**config.mk**
```make
export PLATFORM = sky130hd
export DESIGN_NAME = regfile_wb_arbiter_flat
export DESIGN_NICKNAME = d
export VERILOG_FILES = /design/src/rtl/regfile_pkg.sv /design/src/rtl/regfile_wb_arbiter_if.sv /design/src/rtl/regfile_wb_arbiter_rr_arbiter.sv /design/src/rtl/regfile_wb_arbiter.sv /design/src/flat_wrapper.sv
export SDC_FILE = /design/constraint.sdc
export NUM_CORES = 1
export LEC_CHECK = 0
export ABC_CLOCK_PERIOD_IN_PS = 1500
export BUFFER_PORTS_ARGS = -buffer_cell sky130_fd_sc_hd__buf_4
export CAP_MARGIN = 20
export CORE_UTILIZATION = 30
export CTS_CLUSTER_SIZE = 28
export DETAILED_ROUTE_END_ITERATION = 7
export PLACE_DENSITY_LB_ADDON = 0.3
export SETUP_SLACK_MARGIN = 0.15
export SLEW_MARGIN = 20
export SYNTH_ARGS = -nofsm -noshare
export SYNTH_HDL_FRONTEND = slang
export SYNTH_HIERARCHICAL = 1
export SYNTH_SLANG_ARGS = --single-unit
```
**constraint.sdc**
```tcl
create_clock -name clk -period 1.5 [get_ports clk]
set_input_delay 0.3 -clock clk [delete_from_list [all_inputs] [get_ports clk]]
set_output_delay 0.3 -clock clk [all_outputs]
set_load 0.03 [all_outputs]
```
**src/rtl/regfile_pkg.sv**
```systemverilog
// Register-file geometry shared by the writeback arbiter and later read-port logic.
package regfile_pkg;
  localparam int RF_AW     = 4;
  localparam int RF_DW     = 32;
  localparam int RF_NREGS  = 16;
  localparam int RF_PC_IDX = 15;

  function automatic logic is_pc(input logic [RF_AW-1:0] addr);
    return addr == RF_AW'(RF_PC_IDX);
  endfunction
endpackage

```
**src/rtl/regfile_wb_arbiter_if.sv**
```systemverilog
// Writeback bus between the requesters and issue stage (master) and the arbiter (slave).
interface regfile_wb_arbiter_if #(parameter int NREQ = 2) ();
  import regfile_pkg::*;

  logic [NREQ-1:0]       req_valid;
  logic [NREQ*RF_AW-1:0] req_addr;
  logic [NREQ*RF_DW-1:0] req_data;
  logic [NREQ-1:0]       req_ready;
  logic                  claim_valid;
  logic [RF_AW-1:0]      claim_addr;
  logic                  wEn1;
  logic [RF_AW-1:0]      wA1;
  logic [RF_DW-1:0]      wD1;
  logic [RF_NREGS-1:0]   busy;
  logic                  r15_drop;

  modport master (
    output req_valid, req_addr, req_data, claim_valid, claim_addr,
    input  req_ready, wEn1, wA1, wD1, busy, r15_drop
  );

  modport slave (
    input  req_valid, req_addr, req_data, claim_valid, claim_addr,
    output req_ready, wEn1, wA1, wD1, busy, r15_drop
  );
endinterface

```
**src/rtl/regfile_wb_arbiter_rr_arbiter.sv**
```systemverilog
// Round-robin arbiter: one-hot grant searched from a rotating pointer that moves
// past the winner whenever advance is strobed.
module rr_arbiter #(
  parameter int NREQ = 2
) (
  input  logic            clk,
  input  logic            rst_n,
  input  logic [NREQ-1:0] req,
  input  logic            advance,
  output logic [NREQ-1:0] grant
);
  localparam int PW = (NREQ > 1) ? $clog2(NREQ) : 1;

  logic [PW-1:0] ptr;
  logic [PW-1:0] gnt_idx;
  logic [PW-1:0] ptr_nxt;
  logic          found;

  // Two passes: indices at or above the pointer first, then wrap to the bottom.
  always_comb begin
    grant   = '0;
    gnt_idx = '0;
    found   = 1'b0;
    for (int j = 0; j < NREQ; j++) begin
      if (!found && req[j] && (PW'(j) >= ptr)) begin
        grant[j] = 1'b1;
        gnt_idx  = PW'(j);
        found    = 1'b1;
      end
    end
    for (int j = 0; j < NREQ; j++) begin
      if (!found && req[j]) begin
        grant[j] = 1'b1;
        gnt_idx  = PW'(j);
        found    = 1'b1;
      end
    end
  end

  assign ptr_nxt = (gnt_idx == PW'(NREQ - 1)) ? '0 : gnt_idx + 1'b1;

  always_ff @(posedge clk or negedge rst_n) begin
    if (!rst_n) begin
      ptr <= '0;
    end else if (advance && found) begin
      ptr <= ptr_nxt;
    end
  end
endmodule

```
**src/rtl/regfile_wb_arbiter.sv**
```systemverilog
// Shares the register-file write port among NREQ writeback sources, tracks outstanding
// destinations for RAW stalls, and discards writes aimed at the PC counter (r15).
module regfile_wb_arbiter
  import regfile_pkg::*;
#(
  parameter int NREQ = 2
) (
  input  logic                clk,
  input  logic                rst_n,
  regfile_wb_arbiter_if.slave bus
);
  logic [NREQ-1:0]     grant;
  logic                hs;
  logic [RF_AW-1:0]    sel_addr;
  logic [RF_DW-1:0]    sel_data;
  logic [RF_NREGS-1:0] busy_nxt;

  // The register file never back-pressures, so any valid request completes this cycle.
  assign hs = |bus.req_valid;

  rr_arbiter #(.NREQ(NREQ)) u_rr (
    .clk     (clk),
    .rst_n   (rst_n),
    .req     (bus.req_valid),
    .advance (hs),
    .grant   (grant)
  );

  assign bus.req_ready = grant;

  always_comb begin
    sel_addr = '0;
    sel_data = '0;
    for (int i = 0; i < NREQ; i++) begin
      if (grant[i]) begin
        sel_addr = bus.req_addr[i*RF_AW +: RF_AW];
        sel_data = bus.req_data[i*RF_DW +: RF_DW];
      end
    end
  end

  // Clear applied before set so a same-cycle claim keeps the bit for the newer producer.
  always_comb begin
    busy_nxt = bus.busy;
    if (bus.wEn1) begin
      busy_nxt[bus.wA1] = 1'b0;
    end
    if (bus.claim_valid && !is_pc(bus.claim_addr)) begin
      busy_nxt[bus.claim_addr] = 1'b1;
    end
  end

  always_ff @(posedge clk or negedge rst_n) begin
    if (!rst_n) begin
      bus.wEn1     <= 1'b0;
      bus.wA1      <= '0;
      bus.wD1      <= '0;
      bus.busy     <= '0;
      bus.r15_drop <= 1'b0;
    end else begin
      bus.busy     <= busy_nxt;
      bus.wEn1     <= hs && !is_pc(sel_addr);
      bus.r15_drop <= hs && is_pc(sel_addr);
      if (hs) begin
        bus.wA1 <= sel_addr;
        bus.wD1 <= sel_data;
      end
    end
  end
endmodule

```
**src/flat_wrapper.sv**
```systemverilog
// flat-port wrapper written by rule: the top's interface ports become plain ports
module regfile_wb_arbiter_flat import regfile_pkg::*;
#(
  parameter int NREQ = 2
)
  (clk, rst_n, bus_req_valid, bus_req_addr, bus_req_data, bus_claim_valid, bus_claim_addr, bus_req_ready, bus_wEn1, bus_wA1, bus_wD1, bus_busy, bus_r15_drop);
  regfile_wb_arbiter_if #(.NREQ(NREQ)) bus_i ();
  input  logic clk;
  input  logic rst_n;
  input wire logic [$bits(bus_i.req_valid)-1:0] bus_req_valid;
  input wire logic [$bits(bus_i.req_addr)-1:0] bus_req_addr;
  input wire logic [$bits(bus_i.req_data)-1:0] bus_req_data;
  input wire logic [$bits(bus_i.claim_valid)-1:0] bus_claim_valid;
  input wire logic [$bits(bus_i.claim_addr)-1:0] bus_claim_addr;
  output wire logic [$bits(bus_i.req_ready)-1:0] bus_req_ready;
  output wire logic [$bits(bus_i.wEn1)-1:0] bus_wEn1;
  output wire logic [$bits(bus_i.wA1)-1:0] bus_wA1;
  output wire logic [$bits(bus_i.wD1)-1:0] bus_wD1;
  output wire logic [$bits(bus_i.busy)-1:0] bus_busy;
  output wire logic [$bits(bus_i.r15_drop)-1:0] bus_r15_drop;
  assign bus_i.req_valid = bus_req_valid;
  assign bus_i.req_addr = bus_req_addr;
  assign bus_i.req_data = bus_req_data;
  assign bus_i.claim_valid = bus_claim_valid;
  assign bus_i.claim_addr = bus_claim_addr;
  assign bus_req_ready = bus_i.req_ready;
  assign bus_wEn1 = bus_i.wEn1;
  assign bus_wA1 = bus_i.wA1;
  assign bus_wD1 = bus_i.wD1;
  assign bus_busy = bus_i.busy;
  assign bus_r15_drop = bus_i.r15_drop;
  regfile_wb_arbiter #(.NREQ(NREQ)) u_core (.clk(clk), .rst_n(rst_n), .bus(bus_i));
endmodule
```
* Yosys cells after proc, flatten, opt, wreduce, memory -nomap -nowiden
Index checks and enable logic that the tools add are counted.
** Word-level totals
- Input port bits :: 81
- Output and inout port bits :: 56
- Logic and storage cells :: 55
- Register bits after elaboration :: 55
** Cells by class
- Equality and inequality tests :: 2
- Add/subtract/negate cells :: 1
- Bitwise logic cells :: 3
- Muxes and demuxes :: 20
- Reductions and logical operators :: 17
- $lt $le $gt $ge :: 6
** Operators with widths (count)
- $mux W32 :: 2
- $mux W16 :: 2
- $and A16 B16 Y16 :: 1
- $not A16 Y16 :: 1
- $or A16 B16 Y16 :: 1
- $mux W1 :: 12
- $logic_and A1 B1 Y1 :: 11
- $lt A4 B5 Y1 const B :: 2
- $demux W1 S4 :: 2
- $eq A4 B4 Y1 const B :: 2
- $ge A4 B1 Y1 const B :: 2
- $mux W4 :: 2
- $logic_not A1 Y1 :: 5
- $ge A1 B1 Y1 const A :: 2
- $reduce_or A2 Y1 :: 1
- $add A1 B1 Y1 const B :: 1

* Logic depth before layout (Yosys ltp)
- Depth in word-level cells :: 17
- Gate-level depth with buffers :: 8
- Gate-level depth less buffers :: 5

* Cells and area by module
The synthesis kept the hierarchy.
** Modules (own cells, without submodules)
- regfile_wb_arbiter :: seq. area each 1351.3 sq um, cells an instance 237, times used 1, area each 2576.2 sq um
- rr_arbiter :: seq. area each 25.0 sq um, cells an instance 6, times used 1, area each 55.1 sq um

* Worst setup path after synthesis
No wires, ideal clock.
- Kind :: reg-to-reg
- From :: reg u_core.u_rr.ptr
- To :: reg u_core.bus.wD1[10]
- Buffers on the path :: 2
- Library setup time :: 0.072 ns
- Path slack :: -0.654 ns
- Arrival time :: 2.082 ns
- Clock period less this slack :: 2.154 ns
- Required time :: 1.428 ns
- Cell stages (with the launch flop) :: 7
- Cell sequence :: dfrtp_1 > a21boi_0 > nor2b_2 > buf_6 > buf_6 > a221oi_2 > nor2_1
** Between the ends
- Elaborated cells between the ends (all ways) :: 18
- Those cells by class :: 2 x order compare; 8 x mux; 8 x reduce/logical
** RTL lines
- start, declared :: line regfile_wb_arbiter_rr_arbiter.sv:14 : logic [PW-1:0] ptr;
- start signal, assigned :: line regfile_wb_arbiter_rr_arbiter.sv:46 : ptr <= ptr_nxt;
- $ge A1 B1 Y1 :: line regfile_wb_arbiter_rr_arbiter.sv:25 : if (!found && req[j] && (PW'(j) >= ptr)) begin
- $logic_and A1 B1 Y1 :: line regfile_wb_arbiter_rr_arbiter.sv:25
- $mux W1 :: line regfile_wb_arbiter_rr_arbiter.sv:25
- $logic_not A1 Y1 :: line regfile_wb_arbiter_rr_arbiter.sv:25
- $logic_and A1 B1 Y1 (2 in series) :: line regfile_wb_arbiter_rr_arbiter.sv:25
- $mux W1 :: line regfile_wb_arbiter_rr_arbiter.sv:25
- $logic_not A1 Y1 :: line regfile_wb_arbiter_rr_arbiter.sv:32 : if (!found && req[j]) begin
- $logic_and A1 B1 Y1 :: line regfile_wb_arbiter_rr_arbiter.sv:32
- $mux W1 (*) :: line regfile_wb_arbiter_rr_arbiter.sv:32
- via bus_req_ready[0] :: line flat_wrapper.sv:15 : output wire logic [$bits(bus_i.req_ready)-1:0] bus_req_ready;
- $mux W32 (*) (2 in series) :: line regfile_wb_arbiter.sv:35 : if (grant[i]) begin
- end signal, assigned :: line regfile_wb_arbiter.sv:66 : bus.wD1 <= sel_data;
- end, declared :: line regfile_wb_arbiter_if.sv:24 : output req_ready, wEn1, wA1, wD1, busy, r15_drop
The timed path passes the listed nets; every way through them passes the cells marked *.
A chain may end at the register's enable or synchronous reset.

* Worst setup path after layout
- From :: reg u_core.u_rr.ptr
- To :: out bus_req_ready[0]
** Between the ends
- Cells in the longest elaborated chain, start to end :: 10
- Elaborated cells between the ends (all ways) :: 11
- Those cells by class :: 2 x order compare; 3 x mux; 6 x reduce/logical
** RTL lines (line)
- $ge A1 B1 Y1 :: regfile_wb_arbiter_rr_arbiter.sv:25
- $logic_and A1 B1 Y1 :: regfile_wb_arbiter_rr_arbiter.sv:25
- $mux W1 :: regfile_wb_arbiter_rr_arbiter.sv:25
- $logic_not A1 Y1 :: regfile_wb_arbiter_rr_arbiter.sv:25
- $logic_and A1 B1 Y1 (2 in series) :: regfile_wb_arbiter_rr_arbiter.sv:25
- $mux W1 :: regfile_wb_arbiter_rr_arbiter.sv:25
- $logic_not A1 Y1 :: regfile_wb_arbiter_rr_arbiter.sv:32
- $logic_and A1 B1 Y1 :: regfile_wb_arbiter_rr_arbiter.sv:32
- $mux W1 (*) :: regfile_wb_arbiter_rr_arbiter.sv:32
- end, declared :: flat_wrapper.sv:15
Mark *: on every way between the ends. The rest lies on a longest branch, timed or not.

==> results.cfg <==
[outcome]
status = finished, violations left
violations = negative setup slack

[yosys]
yosysSeqAreaShare_pct = 52.3
synth_flop_cell = dfrtp_1
ys_ff_latch = 55
synth_top_area_share_pct = 52.3
synth_edf_count = 0
postSynthCellCount = 243
yosysMostFrequentCell = nor2_1
yosysUniqueCellTypes = 26
synthTopCellsByArea = dfrtp_1 (52%), a221oi_2 (17%), nor2_1 (10%)
syn-num-nets = 324
yosysTopAreaCell = dfrtp_1
yosys-top-cells-count = nor2_1 (71), dfrtp_1 (55), a221oi_2 (30), o21ai_0 (30), buf_2 (9)
yosysWarningCount = 6
netlist_area_um2 = 2630
ys_async_sr_fraction_pct = 100
avgSynthCellArea_um2 = 10.8

[final_layout]
drive_gt1_share_pct = 53.2
num-nets-final = 475
final_core_util_pct = 50.0
antenna_cells = 0
syn2layout_area_growth_pct = 58.4
fillCellCount = 784

[grt]
grt_pass1_vias = 2326
track_usage_pct = 17.1
antenna_found_initial = 0
grt_remaining_overflow = 0
grt_start_max_net_pins = 36
grt_pass1_wl_mm = 11.9

[cts]
cts_max_level = 2
clk_pin_slew_ns = 0.11
cts_sinks = 55
cts_root_buffer = clkbuf_8
clk_path_buf_depth = 2
cts_tree = done
numCtsBuffers = 5
insertion_delay_ns = 0.32

[sta]
tightest_slew_ns = 0.360
tns_ns = -0.0111
worst_slack_ns = -0.0111
drv_slew = 0
fin_crit_sh_pct = 101
fin_crit_ns = 1.51
worst_hold_slack_ns = 0.224
fmax_mhz = 662
finClkSkew_ns = 0.0138
setup_viol = 1
rsz0062_at_grt = yes
hold_viol = 0
relSlewSlack_pct = 76.0

[placed_design]
place_ws_ns = 0.0212
hpwl_mm = 5.57
port_buffers = 136
globalplace.congestion = 0.807

[route]
wl_mm = 7.81
drtAntennaViolNets = 0
drc_errors = 0
drtIter0Drc = 112
wl_per_cell_um = 15.6
vias = 2445
vias_per_cell = 4.89
firstDrtPassIters = 4

[floorplanning]
coreArea_um2 = 8340
rows = 33
start_util_pct = 31.5
die_width_um = 95.7
ios = 137
die_area_um2 = 9150
die_h_um = 95.7

[worst_hold_path]
hold_path_class = in2reg

[critical_path]
endpoint_kind = output pin
crit_type = reg2out
cp.required_ns = 1.20
path_max_fanout = 2
cp-start-kind = flip-flop
arrival_ns = 1.21
r2r_setup_slack_ns = 0.05

[pwr]
vdd_ir_drop_max_v = 0.000473
p_leak_nw = 1.95
powerDensity_nw_per_um2 = 1180

[flow_run]
cap_violations = 0
-- worst paths after layout --
check | startpoint | end | depth (start not counted)
max in group asynchronous | rst_n | u_core/bus.wD1[12]$_DFFE_PN0P_ | 3
worst max register to register | u_core/u_rr/ptr$_DFFE_PN0P_ | u_core/bus.wD1[10]$_DFFE_PN0P_ | 7
worst min-delay path | bus_req_data[30] | u_core/bus.wD1[30]$_DFFE_PN0P_ | 3
worst max-delay path | u_core/u_rr/ptr$_DFFE_PN0P_ | bus_req_ready[0] | 4
worst min register to register | u_core/bus.busy[15]$_DFF_PN0_ | u_core/bus.busy[15]$_DFF_PN0_ | 1
min in group asynchronous | rst_n | u_core/bus.busy[11]$_DFF_PN0_ | 2
-- power by group --
part / switching (W) / internal, W / total (W)
sequential: 0.000173 / 0.00177 / 0.00195
clock: 0.000536 / 0.000348 / 0.000884
combinational: 0.00120 / 0.000887 / 0.00208
total: 0.00190 / 0.00301 / 0.00491
-- stage by stage --
step | cell area (µm²) | instances | total power [W]
global route | 4170 | 500 | 0.00519
CTS | 4110 | 498 | 0.00494
finish | 4170 | 500 | 0.00491
floorplan | 2650 | 243 | 0.00304
global placement | 3860 | 481 | 0.00390
detailed placement | 3860 | 481 | 0.00395
-- worst max-delay path, stage by stage, from the launching register on --
cell      delay (ns)
dfrtp_1         0.40
buf_6           0.12
a21boi_2        0.13
buf_4           0.13
buf_6           0.13
-- cells in the final DEF, fill, tap and decap left out, types with 2 or more instances in the layout --
master and n:
clkbuf_8 5, inv_1 2, nand4b_1 2, clkinv_4 2
o21ai_1 2, a221oi_2 32, o21ai_0 28, dfrtp_1 54
nor2_1 71, or2_2 2, nand2b_1 4, nand3b_1 6
buf_12 6, a221oi_4 2, nand3_1 4, nand2_1 4
buf_4 145, buf_6 6, a31oi_1 3
-- metal layers --
| layer | GRT usage [%] | part of all wire (%) |
|---|---|---|
| met3 | 6.06 | 9.7 |
| met4 | 3.73 | 0.78 |
| met2 | 27.6 | 47 |
| met5 | 0 | 0 |
| met1 | 21.9 | 42 |
-- kinds of logic (layout without fill, tap and decap cells) --
kind of cell | Yosys count | in the layout | share of synthesized area, %
and+or+nand+nor | 98 | 98 | 16.9
buffers and inverters | 18 | 170 | 4.56
AOI/OAI and AO/OA | 72 | 72 | 26.2
DFF | 55 | 55 | 52.3
-- registers in the layout, summed over array words and instances, names as in the netlist --
signal               flops
u_core/bus.wD1          32
u_core/bus.busy         16
u_core/bus.wA1           4
u_core/bus.r15_drop      1
u_core/bus.wEn1          1
u_core/u_rr/ptr          1
-- cell type report --
class | instances | area [µm²] | share of cell area, %
Multi-Input combinational cell | 170 | 1210 | 29.0
Clock buffer | 5 | 68.8 | 1.65
Clock inverter | 3 | 28.8 | 0.690
Sequential cell | 55 | 1380 | 33.1
Timing Repair Buffer | 160 | 1340 | 32.2
Tap cell | 105 | 131 | 3.15
Inverter | 2 | 7.51 | 0.180
-- repair_timing --
item,4_1_cts,5_1_grt
pin swaps,4,1
setup buffers,7,1
endpoints found under the hold margin,26,0
resized for setup,9,8
gates cloned,1,1
hold buffers,1,0
endpoints found under the setup margin,31,43
Note: power is estimated with default switching activity, not from simulation.
